## config.mk

```make
export PLATFORM = sky130hd
export DESIGN_NAME = instr_sequencer_flat
export DESIGN_NICKNAME = d
export VERILOG_FILES = /design/src/rtl/seq_pkg.sv /design/src/rtl/instr_sequencer_if.sv /design/src/rtl/reg_decoder_4_16.sv /design/src/rtl/instr_sequencer.sv /design/src/flat_wrapper.sv
export SDC_FILE = /design/constraint.sdc
export NUM_CORES = 1
export LEC_CHECK = 0
export BUFFER_PORTS_ARGS = -buffer_cell sky130_fd_sc_hd__buf_2
export CAP_MARGIN = 25
export CELL_PAD_IN_SITES_DETAIL_PLACEMENT = 1
export CELL_PAD_IN_SITES_GLOBAL_PLACEMENT = 2
export CORE_MARGIN = 1.5
export CORE_UTILIZATION = 16
export DETAILED_ROUTE_END_ITERATION = 10
export MAX_ROUTING_LAYER = met4
export PLACE_DENSITY_LB_ADDON = 0.1
export SYNTH_ARGS = -nofsm -noshare
export SYNTH_HDL_FRONTEND = slang
export SYNTH_SLANG_ARGS = --single-unit
```

## constraint.sdc

```tcl
create_clock -name clk -period 2.6 [get_ports clk]
set_input_delay 0.65 -clock clk [delete_from_list [all_inputs] [get_ports clk]]
set_output_delay 0.65 -clock clk [all_outputs]
set_load 0.01 [all_outputs]
```

## src/rtl/seq_pkg.sv

```systemverilog
// Shared types and constants for the hardwired instruction sequencer.
package seq_pkg;

    localparam int unsigned WORDW = 32;
    localparam int unsigned OPW   = 5;
    localparam int unsigned REGW  = 4;
    localparam int unsigned NREG  = 16;
    localparam int unsigned ALUW  = 13;

    typedef enum logic [3:0] {
        IDLE, T0, T1, T2, T3, T4, T5, T6, HALT
    } state_t;

    typedef logic [OPW-1:0] opcode_t;

    localparam opcode_t OP_AND  = 5'd0;
    localparam opcode_t OP_OR   = 5'd1;
    localparam opcode_t OP_ADD  = 5'd2;
    localparam opcode_t OP_SUB  = 5'd3;
    localparam opcode_t OP_MUL  = 5'd4;
    localparam opcode_t OP_DIV  = 5'd5;
    localparam opcode_t OP_SHR  = 5'd6;
    localparam opcode_t OP_SHL  = 5'd7;
    localparam opcode_t OP_ROR  = 5'd8;
    localparam opcode_t OP_ROL  = 5'd9;
    localparam opcode_t OP_NEG  = 5'd10;
    localparam opcode_t OP_NOT  = 5'd11;
    localparam opcode_t OP_SHRA = 5'd12;
    localparam opcode_t OP_HALT = 5'd31;

    // alu_sel bit positions coincide with the opcode values of the ALU ops
    localparam int unsigned ALU_AND  = 0;
    localparam int unsigned ALU_OR   = 1;
    localparam int unsigned ALU_ADD  = 2;
    localparam int unsigned ALU_SUB  = 3;
    localparam int unsigned ALU_MUL  = 4;
    localparam int unsigned ALU_DIV  = 5;
    localparam int unsigned ALU_SHR  = 6;
    localparam int unsigned ALU_SHL  = 7;
    localparam int unsigned ALU_ROR  = 8;
    localparam int unsigned ALU_ROL  = 9;
    localparam int unsigned ALU_NEG  = 10;
    localparam int unsigned ALU_NOT  = 11;
    localparam int unsigned ALU_SHRA = 12;

    function automatic logic is_legal(input opcode_t op);
        return op <= OP_SHRA;
    endfunction

    function automatic logic is_unary(input opcode_t op);
        return (op == OP_NEG) || (op == OP_NOT);
    endfunction

    function automatic logic is_muldiv(input opcode_t op);
        return (op == OP_MUL) || (op == OP_DIV);
    endfunction

endpackage

```

## src/rtl/instr_sequencer_if.sv

```systemverilog
// Control bundle between the sequencer (master) and the datapath (slave).
interface instr_sequencer_if;
    import seq_pkg::*;

    logic             run;
    logic             mem_ready;
    logic [WORDW-1:0] IRdataout;

    logic             PCout, MDRout, Zhighout, Zlowout;
    logic [NREG-1:0]  Rout;
    logic [NREG-1:0]  Rin;
    logic             MARin, MDRin, IRin, Yin, Zin, HIin, LOin, PCin;
    logic             Read;
    logic             IncPC;
    logic [ALUW-1:0]  alu_sel;
    logic             busy;
    logic             halted;

    modport master (
        input  run, mem_ready, IRdataout,
        output PCout, MDRout, Zhighout, Zlowout, Rout, Rin,
               MARin, MDRin, IRin, Yin, Zin, HIin, LOin, PCin,
               Read, IncPC, alu_sel, busy, halted
    );

    modport slave (
        output run, mem_ready, IRdataout,
        input  PCout, MDRout, Zhighout, Zlowout, Rout, Rin,
               MARin, MDRin, IRin, Yin, Zin, HIin, LOin, PCin,
               Read, IncPC, alu_sel, busy, halted
    );
endinterface

```

## src/rtl/reg_decoder_4_16.sv

```systemverilog
// 4-to-16 one-hot register select decoder with enable.
module reg_decoder_4_16
    import seq_pkg::*;
(
    input  logic            en,
    input  logic [REGW-1:0] idx,
    output logic [NREG-1:0] onehot
);
    always_comb begin
        onehot = '0;
        if (en) onehot = NREG'(1) << idx;
    end
endmodule

```

## src/rtl/instr_sequencer.sv

```systemverilog
// Hardwired fetch/execute control unit for the single-bus 32-bit datapath.
module instr_sequencer
    import seq_pkg::*;
(
    input  logic               clk,
    input  logic               clr,
    instr_sequencer_if.master  bus
);
    state_t          state;
    state_t          state_nxt;
    opcode_t         op;
    logic [REGW-1:0] ra, rb, rc;
    logic            rout_en, rin_en;
    logic [REGW-1:0] rout_idx, rin_idx;
    logic            unused_ir;

    assign op        = opcode_t'(bus.IRdataout[31:27]);
    assign ra        = bus.IRdataout[26:23];
    assign rb        = bus.IRdataout[22:19];
    assign rc        = bus.IRdataout[18:15];
    assign unused_ir = ^bus.IRdataout[14:0];

    always_ff @(posedge clk) begin
        if (clr) state <= IDLE;
        else     state <= state_nxt;
    end

    always_comb begin
        state_nxt = state;
        case (state)
            IDLE:    if (bus.run) state_nxt = T0;
            T0:      state_nxt = T1;
            T1:      if (bus.mem_ready) state_nxt = T2;
            T2:      state_nxt = T3;
            T3: begin
                if (op == OP_HALT)   state_nxt = HALT;
                else if (!is_legal(op)) state_nxt = T0;
                else                 state_nxt = T4;
            end
            T4:      state_nxt = T5;
            T5:      state_nxt = is_muldiv(op) ? T6 : T0;
            T6:      state_nxt = T0;
            HALT:    state_nxt = HALT;
            default: state_nxt = IDLE;
        endcase
    end

    // Moore strobe decode; only T3..T5 look at the IR fields
    always_comb begin
        bus.PCout    = 1'b0;
        bus.MDRout   = 1'b0;
        bus.Zhighout = 1'b0;
        bus.Zlowout  = 1'b0;
        bus.MARin    = 1'b0;
        bus.MDRin    = 1'b0;
        bus.IRin     = 1'b0;
        bus.Yin      = 1'b0;
        bus.Zin      = 1'b0;
        bus.HIin     = 1'b0;
        bus.LOin     = 1'b0;
        bus.PCin     = 1'b0;
        bus.Read     = 1'b0;
        bus.IncPC    = 1'b0;
        bus.alu_sel  = '0;
        bus.busy     = (state != IDLE) && (state != HALT);
        bus.halted   = (state == HALT);
        rout_en      = 1'b0;
        rout_idx     = rb;
        rin_en       = 1'b0;
        rin_idx      = ra;
        case (state)
            T0: begin
                bus.PCout = 1'b1;
                bus.MARin = 1'b1;
                bus.IncPC = 1'b1;
            end
            T1: begin
                bus.Read  = 1'b1;
                bus.MDRin = 1'b1;
            end
            T2: begin
                bus.MDRout = 1'b1;
                bus.IRin   = 1'b1;
            end
            T3: begin
                if (is_legal(op)) begin
                    rout_en = 1'b1;
                    bus.Yin = 1'b1;
                end
            end
            T4: begin
                rout_en     = 1'b1;
                rout_idx    = is_unary(op) ? rb : rc;
                bus.alu_sel = ALUW'(1) << op;
                bus.Zin     = 1'b1;
            end
            T5: begin
                bus.Zlowout = 1'b1;
                if (is_muldiv(op)) bus.LOin = 1'b1;
                else               rin_en   = 1'b1;
            end
            T6: begin
                bus.Zhighout = 1'b1;
                bus.HIin     = 1'b1;
            end
            default: ;
        endcase
    end

    reg_decoder_4_16 u_rout_dec (
        .en     (rout_en),
        .idx    (rout_idx),
        .onehot (bus.Rout)
    );

    reg_decoder_4_16 u_rin_dec (
        .en     (rin_en),
        .idx    (rin_idx),
        .onehot (bus.Rin)
    );

endmodule

```

## src/flat_wrapper.sv

```systemverilog
// flat-port wrapper written by rule: the top's interface ports become plain ports
module instr_sequencer_flat import seq_pkg::*;
  (clk, clr, bus_run, bus_mem_ready, bus_IRdataout, bus_PCout, bus_MDRout, bus_Zhighout, bus_Zlowout, bus_Rout, bus_Rin, bus_MARin, bus_MDRin, bus_IRin, bus_Yin, bus_Zin, bus_HIin, bus_LOin, bus_PCin, bus_Read, bus_IncPC, bus_alu_sel, bus_busy, bus_halted);
  instr_sequencer_if bus_i ();
  input  logic clk;
  input  logic clr;
  input wire logic [$bits(bus_i.run)-1:0] bus_run;
  input wire logic [$bits(bus_i.mem_ready)-1:0] bus_mem_ready;
  input wire logic [$bits(bus_i.IRdataout)-1:0] bus_IRdataout;
  output wire logic [$bits(bus_i.PCout)-1:0] bus_PCout;
  output wire logic [$bits(bus_i.MDRout)-1:0] bus_MDRout;
  output wire logic [$bits(bus_i.Zhighout)-1:0] bus_Zhighout;
  output wire logic [$bits(bus_i.Zlowout)-1:0] bus_Zlowout;
  output wire logic [$bits(bus_i.Rout)-1:0] bus_Rout;
  output wire logic [$bits(bus_i.Rin)-1:0] bus_Rin;
  output wire logic [$bits(bus_i.MARin)-1:0] bus_MARin;
  output wire logic [$bits(bus_i.MDRin)-1:0] bus_MDRin;
  output wire logic [$bits(bus_i.IRin)-1:0] bus_IRin;
  output wire logic [$bits(bus_i.Yin)-1:0] bus_Yin;
  output wire logic [$bits(bus_i.Zin)-1:0] bus_Zin;
  output wire logic [$bits(bus_i.HIin)-1:0] bus_HIin;
  output wire logic [$bits(bus_i.LOin)-1:0] bus_LOin;
  output wire logic [$bits(bus_i.PCin)-1:0] bus_PCin;
  output wire logic [$bits(bus_i.Read)-1:0] bus_Read;
  output wire logic [$bits(bus_i.IncPC)-1:0] bus_IncPC;
  output wire logic [$bits(bus_i.alu_sel)-1:0] bus_alu_sel;
  output wire logic [$bits(bus_i.busy)-1:0] bus_busy;
  output wire logic [$bits(bus_i.halted)-1:0] bus_halted;
  assign bus_i.run = bus_run;
  assign bus_i.mem_ready = bus_mem_ready;
  assign bus_i.IRdataout = bus_IRdataout;
  assign bus_PCout = bus_i.PCout;
  assign bus_MDRout = bus_i.MDRout;
  assign bus_Zhighout = bus_i.Zhighout;
  assign bus_Zlowout = bus_i.Zlowout;
  assign bus_Rout = bus_i.Rout;
  assign bus_Rin = bus_i.Rin;
  assign bus_MARin = bus_i.MARin;
  assign bus_MDRin = bus_i.MDRin;
  assign bus_IRin = bus_i.IRin;
  assign bus_Yin = bus_i.Yin;
  assign bus_Zin = bus_i.Zin;
  assign bus_HIin = bus_i.HIin;
  assign bus_LOin = bus_i.LOin;
  assign bus_PCin = bus_i.PCin;
  assign bus_Read = bus_i.Read;
  assign bus_IncPC = bus_i.IncPC;
  assign bus_alu_sel = bus_i.alu_sel;
  assign bus_busy = bus_i.busy;
  assign bus_halted = bus_i.halted;
  instr_sequencer u_core (.clk(clk), .clr(clr), .bus(bus_i));
endmodule
```

* After elaboration in Yosys (flattened, before gate mapping)
Cells that the tools add are included.
** Operators by class
- Mux-type cells :: 24
- $lt $le $gt $ge :: 1
- Reduce and logical (&&, ||, !) cells :: 6
- Shift-type cells :: 3
- Equality and inequality tests :: 16
** Operators with widths (number)
- 4-bit one-hot mux with 9 select lines :: 1
- 16-bit two-way mux :: 2
- 1-bit by 4-bit left shift with 16-bit output, first input constant :: 2
- 4-bit two-way mux :: 5
- 4-bit by 3-bit == test with 1-bit output, second input constant :: 4
- 13-bit two-way mux :: 1
- 1-bit by 5-bit left shift with 13-bit output, first input constant :: 1
- 1-bit two-way mux :: 12
- 5-bit by 3-bit == test with 1-bit output, second input constant :: 2
- 5-bit by 4-bit == test with 1-bit output, second input constant :: 2
- 4-bit by 2-bit == test with 1-bit output, second input constant :: 2
- 3-bit two-way mux :: 2
- 5-bit == test, second input constant :: 1
- 5-bit by 4-bit <= comparator with 1-bit output, second input constant :: 1
- 4-bit by 1-bit == test with 1-bit output, second input constant :: 1
- 4-bit == test, second input constant :: 1
- 4-bit logical NOT :: 1
- 2-bit inequality test, second input constant :: 2
- 4-bit inequality test, second input constant :: 1
- 4-bit nonzero test :: 1
- 1-bit logical OR :: 2
- 1-bit one-hot mux with 2 select lines :: 1
- 2-bit AND reduction :: 1
- 1-bit logical AND :: 1
** Storage, ports and cells
- Output and inout bits :: 61
- Logic and storage cells :: 51
- Register bits :: 4

* Longest topological paths before layout
Gate-level depths: netlist of run 1.
- Word-level depth :: 6
- Depth in mapped cells :: 6
- Mapped depth without buffers :: 5

* Cells and area by module
From an unflattened synthesis of run 1, not the netlist that was laid out.
** Second synthesis, totals
- Cells, all modules :: 130
- Area, all modules :: 927.1 um^2
** Modules (own cells, without submodules)
- instr_sequencer :: sequential area each 80.1 um^2, times used 1, cells an instance 84, area each 686.9 um^2
- reg_decoder_4_16 :: sequential area each 0.0 um^2, times used 2, cells an instance 23, area each 120.1 um^2

* Worst setup path after synthesis of run 1
No wires, ideal clock.
- Kind :: input-to-output
- Start :: input bus_IRdataout[31]
- End :: output bus_Rout[15]
- Arrival :: 1708 ps
- Data required time :: 1950 ps
- Buffers on the path :: 0
- Cell stages on the path :: 4
- Path slack :: 242 ps
- Cells stage by stage :: and4bb_2 nor2_4 mux2_2 nor2_1
** Between the ends
- Word-level cells in the longest chain between the ends :: 6
- Elaborated cells on any way between the ends :: 10
** RTL lines
- from (decl) :: line flat_wrapper.sv:9 : input wire logic [$bits(bus_i.IRdataout)-1:0] bus_IRdataout;
- parallel branches: the longest is 5 deep, another holds 5-bit by 4-bit <= comparator with 1-bit output
- 16-bit two-way mux (*) :: line reg_decoder_4_16.sv:11 : if (en) onehot = NREG'(1) << idx;
- to (decl) :: line flat_wrapper.sv:14 : output wire logic [$bits(bus_i.Rout)-1:0] bus_Rout;
Every way passes the cells marked *.

* Final worst setup path of run 1
- Start :: input bus_IRdataout[29]
- End :: output bus_Rout[10]
Same word-level chain as after synthesis.

==> run metrics, run 1 <==
syn nets=192; reg-to-reg slack, setup=approximately 1.1 ns; clk buf depth=2; Antenna Nets Post-Route=0; Hold Path Class=in -> reg; Worst Path Arrival=1.93 ns; DP HPWL=approximately 3200 um; clk slew on worst S/H paths=0.03 ns; max FFs per register=4; # fillers=roughly 770; sequential area share after synthesis=8.132%; routed length per instance=around 12 um; Detailed Routing Iterations Pass 1=2; syn_area_per_cell=6.312 um2; Final Hold Vio Count=0; share of post-route cells with drive strength above 1=between 50 and 60%; Chip Height=just over 80 um; gate count after technology mapping=around 160; CTS Buf Count=3; global-route wire length before repair=6113 um; Final WS setup=0.01760 ns; Synth area leaders=nor2_1 19%, dfxtp_1 8.1%, mux2i_1 7.1%; Fmax=387.2 MHz; global-route usage over all layers=11.68%; count leader, synth=nor2_1; unrepaired setup endpoints after global routing=yes; area delta synth->final=77.26%; ys async rst share=0%; post-synthesis cell area=984.7 um2; Biggest register=u_core.state; final setup vio count=0; Cell Rows=28; largest net degree at the start of global routing=11; final critical-path share of the clock period=99.32%; Synth area leader=nor2_1; P_leak=roughly 0.84 nW; Peak VDD IR=around 0.17 mV; Synth cell types=37; final net count=around 290; R2R Path Start=u_core.state[3]; via/cell ratio=4.291; DIE AREA=6634 um2; IO Port Bufs=80; Post-synth EDFFs=0; WL final=between 3000 and 4000 um; Clock Latency Late Sink=approximately 0.21 ns; Min Clock Period, post-route=~2.6 ns; startpoint type of the worst setup path=primary input; max-slew violations=0; # diodes=0; crit path max fanout=5; Initial Utilization=16.63%; hold_buf cts=0; ys flop type=dfxtp_1; Worst Path Required=1.95 ns; Core ar.=around 5900 um2; area of the multi-input gates=898.4 um2; final design utilization=slightly below 30%; Worst Min Path Start=clr; status=finished, final reports clean; H-tree Lvls=1; GP Congestion=0.6692; r2r endpoint=u_core.state[0]; CP Class=in -> out; # IOs=97; total number of vias=approximately 1400; R2R cell count=5; vias in the first global route=~1300; Setup crit end kind=primary output; Fin Clk Skew=between 0.0004 and 0.0005 ns; GRT overflow=0; Place WS=-0.08020 ns; initial DRC count=20; initial antenna violation count=0; Clock Sinks=4; max cap viols=0; DRC=0; Post-synth top cells=51 x nor2_1, 14 x nand2_1, 13 x nor3_1; Yosys top cell area share=between 10% and 20%; largest registers=u_core.state (4); Endpoint, Worst Hold=u_core.state[1]; Min Hold Slack=0.6225 ns; hold path cells=2; CTS tree=built; post-synthesis register bit count=4; Die W=between 80 and 90 um; overall power=0.0003683 W; Pwr per Cell Area=~210 nW/um2; Ys Warns=0; CTS root buffer=clkbuf_8; Sequential cell area=81.33 um2
worst max-delay path, stage by stage:
cell and delay (ns):
buf_8 0.10, and4bb_4 0.36, nor2_4 0.05, buf_6 0.11
a221oi_4 0.29, buf_6 0.19, nor2_2 0.04, buf_2 0.14
per-layer routing:
metal	share of wire, %	vias up	global-route usage [%]	wire [um]
met1	49	607	16.01	1920
met2	42	63	18.43	1653
met3	9.0	0	2.556	354
met5	0	-	-	0
li1	-	716	-	-
met4	0	0	0.5172	0
metrics by stage:
| step | cell area, um2 | std cells | setup TNS (ns) |
|---|---|---|---|
| 2_1_floorplan | 984.7 | 156 | 0 |
| 5_1_grt | 1745 | 323 | -0.2964 |
| 3_3_place_gp | 1515 | 315 | -0.5776 |
| 3_5_place_dp | 1515 | 315 | -0.4758 |
| 6_report | 1745 | 323 | 0 |
| 4_1_cts | 1587 | 321 | 0 |
where the power goes:
group	leakage [nW]	switching (W)	total, W	internal, W
sequential	0.0332	0.0000102	0.0000771	0.0000669
clock	0.0216	0.0000283	0.000127	0.0000983
combinational	0.781	0.0000920	0.000165	0.0000726
placed cells by master (no fill, tap or decap), types with 3 or more instances in the layout:
| cell type | n |
|---|---|
| buf_2 | 72 |
| nor2_1 | 43 |
| buf_4 | 17 |
| nand2_1 | 14 |
| nor3_1 | 12 |
| buf_6 | 10 |
| nor3b_1 | 8 |
| nand2b_1 | 7 |
| nor2_4 | 7 |
| inv_1 | 4 |
| mux2i_2 | 4 |
| a21oi_1 | 4 |
| and3_1 | 3 |
| mux2i_1 | 3 |
| nand3_1 | 3 |
| clkbuf_8 | 3 |
| dfxtp_1 | 3 |
worst max-delay path by stage:
| stage | start | end | slack (ns) | cells after the start |
|---|---|---|---|---|
| 6_report | bus_IRdataout[29] | bus_Rout[10] | 0.02 | 8 |
| 5_1_grt | bus_IRdataout[29] | bus_Rout[10] | -0.05 | 8 |
| 2_1_floorplan | bus_IRdataout[31] | bus_Rout[15] | 0.24 | 4 |
| 3_5_place_dp | bus_IRdataout[31] | bus_Rout[7] | -0.08 | 6 |
| 3_3_place_gp | bus_IRdataout[31] | bus_Rout[7] | -0.09 | 6 |
| 4_1_cts | bus_IRdataout[31] | bus_Rout[9] | 0.005 | 8 |
layout make-up:
type	instances	share of cell area, %
well taps	75	5.376
inverters	4	0.8602
flip-flops and latches	4	4.660
multi-input cells	137	51.47
repair buffers	100	35.27
clock buffers	3	2.366
repair_timing:
action	4_1_cts	5_1_grt
gates resized for setup	1	36
pin swaps	2	10
buffers inserted	3	2
setup endpoints to repair	11	30
logic make-up after synthesis:
| kind of cell | Yosys count | share of synthesized area, % |
|---|---|---|
| AO/OA/AOI/OAI | 13 | 11.82 |
| AND/OR/NAND/NOR | 115 | 62.14 |
| buffers and inverters | 15 | 9.275 |
| other | 1 | 0.3808 |
| multiplexers | 8 | 8.259 |
| flip-flops | 4 | 8.132 |
Note: power is estimated with default switching activity, not from simulation.
==> run 2, diff against run 1 <==
- CTS_BUF_LIST: unset -> sky130_fd_sc_hd__clkbuf_16
==> run 2 against run 1 <==
Against the previous run: maximum frequency up 0.58%; global-route usage up 0.50 points; critical path type unchanged; die area unchanged; largest cell class unchanged; routed wire length up 0.64%; clock skew up 0.0012 ns; sequential share of layout area about the same.
==> run metrics, run 2 (synthesis gave the netlist of run 1 again) <==
max-slew violations=0; # IOs=97; CTS Buf Count=3; commonest cells after routing, fill and taps aside=75 x buf_2, 47 x nor2_1, 17 x buf_4, 14 x nand2_1, 12 x nor3_1; Min Hold Slack=0.6072 ns; GP Congestion=approximately 0.67; Final Hold Vio Count=0; vias in the first global route=between 1000 and 1500; largest registers=u_core.state (4); WL final=approximately 4000 um; R2R Path Start=u_core.state[3]; Pwr per Cell Area=~280 nW/um2; commonest non-fill, non-tap cell in the layout=buf_2; CTS root buffer=clkbuf_16; DP HPWL=between 3000 and 4000 um; Clock Sinks=4; # diodes=0; Worst Min Path Start=clr; unrepaired setup endpoints after global routing=yes; hold path cells=2; largest net degree at the start of global routing=11; final net count=around 290; Initial Utilization=~17%; Cell Rows=28; Worst Path Arrival=roughly 1.9 ns; max cap viols=0; Fmax=approximately 390 MHz; reg-to-reg slack, setup=about 1.1 ns; Clock Latency Late Sink=between 0.2 and 0.25 ns; total number of vias=~1400; Core ar.=between 5000 and 6000 um2; global-route usage over all layers=between 10% and 20%; DRC=0; H-tree Lvls=1; IO Port Bufs=80; Peak VDD IR=between 0.15 and 0.2 mV; Worst Path Required=approximately 2.0 ns; startpoint type of the worst setup path=primary input; DIE AREA=6634 um2; Fin Clk Skew=~0.0016 ns; CTS tree=built; area delta synth->final=76.75%; Endpoint, Worst Hold=u_core.state[1]; Detailed Routing Iterations Pass 1=4; final critical-path share of the clock period=98.75%; Setup crit end kind=primary output; Antenna Nets Post-Route=0; initial DRC count=25; via/cell ratio=around 4.3; Place WS=-0.08020 ns; GRT overflow=0; Min Clock Period, post-route=~2.6 ns; CP Class=in -> out; Hold Path Class=in -> reg; Final WS setup=~0.032 ns; clk slew on worst S/H paths=~0.03 ns; final setup vio count=0; Chip Height=between 80 and 90 um; R2R cell count=5; clk buf depth=2; global-route wire length before repair=between 6000 and 7000 um; r2r endpoint=u_core.state[0]; initial antenna violation count=0; crit path max fanout=5; routed length per instance=12.24 um; share of post-route cells with drive strength above 1=about half; max FFs per register=4; Biggest register=u_core.state; Die W=81.45 um; overall power=between 0.0004 and 0.0005 W; Post-Layout Cell Count=between 300 and 400; status=finished, final reports clean; placed cells=roughly 320; P_leak=between 0.8 and 0.9 nW
[run 2: changes by cell type in the layout (fill, tap and decap cells not counted), moves of 2 or more]
cell / previous run / this run
buf_2: 72 / 75
buf_6: 10 / 7
clkbuf_16: 0 / 3
clkbuf_8: 3 / 0
mux2i_2: 4 / 2
nor2_1: 43 / 47
nor2_4: 7 / 4
[run 2: stage by stage]
stage / instance area, um2 / util [%] / setup TNS, ns
3_5_place_dp: 1515 / 25.59 / -0.4758
3_3_place_gp: 1515 / 25.59 / -0.5776
5_1_grt: 1740 / 29.40 / -0.1490
4_1_cts: 1620 / 27.37 / 0
2_1_floorplan: 984.7 / - / 0
6_report: 1740 / 29.40 / 0
[run 2: worst max path at each step]
stage | start | endpoint | slack [ns] | cells past startpoint
2_1_floorplan | bus_IRdataout[31] | bus_Rout[15] | 0.24 | 4
3_3_place_gp | bus_IRdataout[31] | bus_Rout[7] | -0.09 | 6
3_5_place_dp | bus_IRdataout[31] | bus_Rout[7] | -0.08 | 6
4_1_cts | bus_IRdataout[31] | bus_Rout[9] | 0.005 | 8
5_1_grt | bus_IRdataout[29] | bus_Rout[9] | -0.04 | 8
6_report | bus_IRdataout[29] | bus_Rout[9] | 0.03 | 8
[run 2: final cells by class]
cell class	count	area [um2]
flip-flops and latches	4	81.33
inverters	4	15.01
repair buffers	100	596.8
multi-input cells	137	878.3
well taps	75	93.84
fillers	773	4180
clock buffers	3	75.07
[run 2: timing repair]
item                                    CTS  global route
pin swaps                                 2             8
resized for setup                         1            26
setup buffers                             3             2
endpoints found under the setup margin   11            30
hold buffers                              0             0
[run 2: report_power, final]
group | switching (W) | internal [W]
Sequential | 0.0000102 | 0.0000669
Clock | 0.0000443 | 0.000197
Combinational | 0.0000911 | 0.0000725
[run 2: worst max-delay path, cell delays in order]
cell and delay [ns]:
buf_8 0.10, and4bb_4 0.36, nor2_4 0.05, buf_6 0.11, a221oi_4 0.29, buf_6 0.17
nor2_1 0.05, buf_2 0.14
[run 2: metal layers]
metal	vias to the layer above	part of all wire, %	global-route usage, %
met4	0	0.43	3.621
met3	2	8.9	2.556
met5	-	0	-
met2	65	43	18.51
li1	718	-	-
met1	605	48	16.14
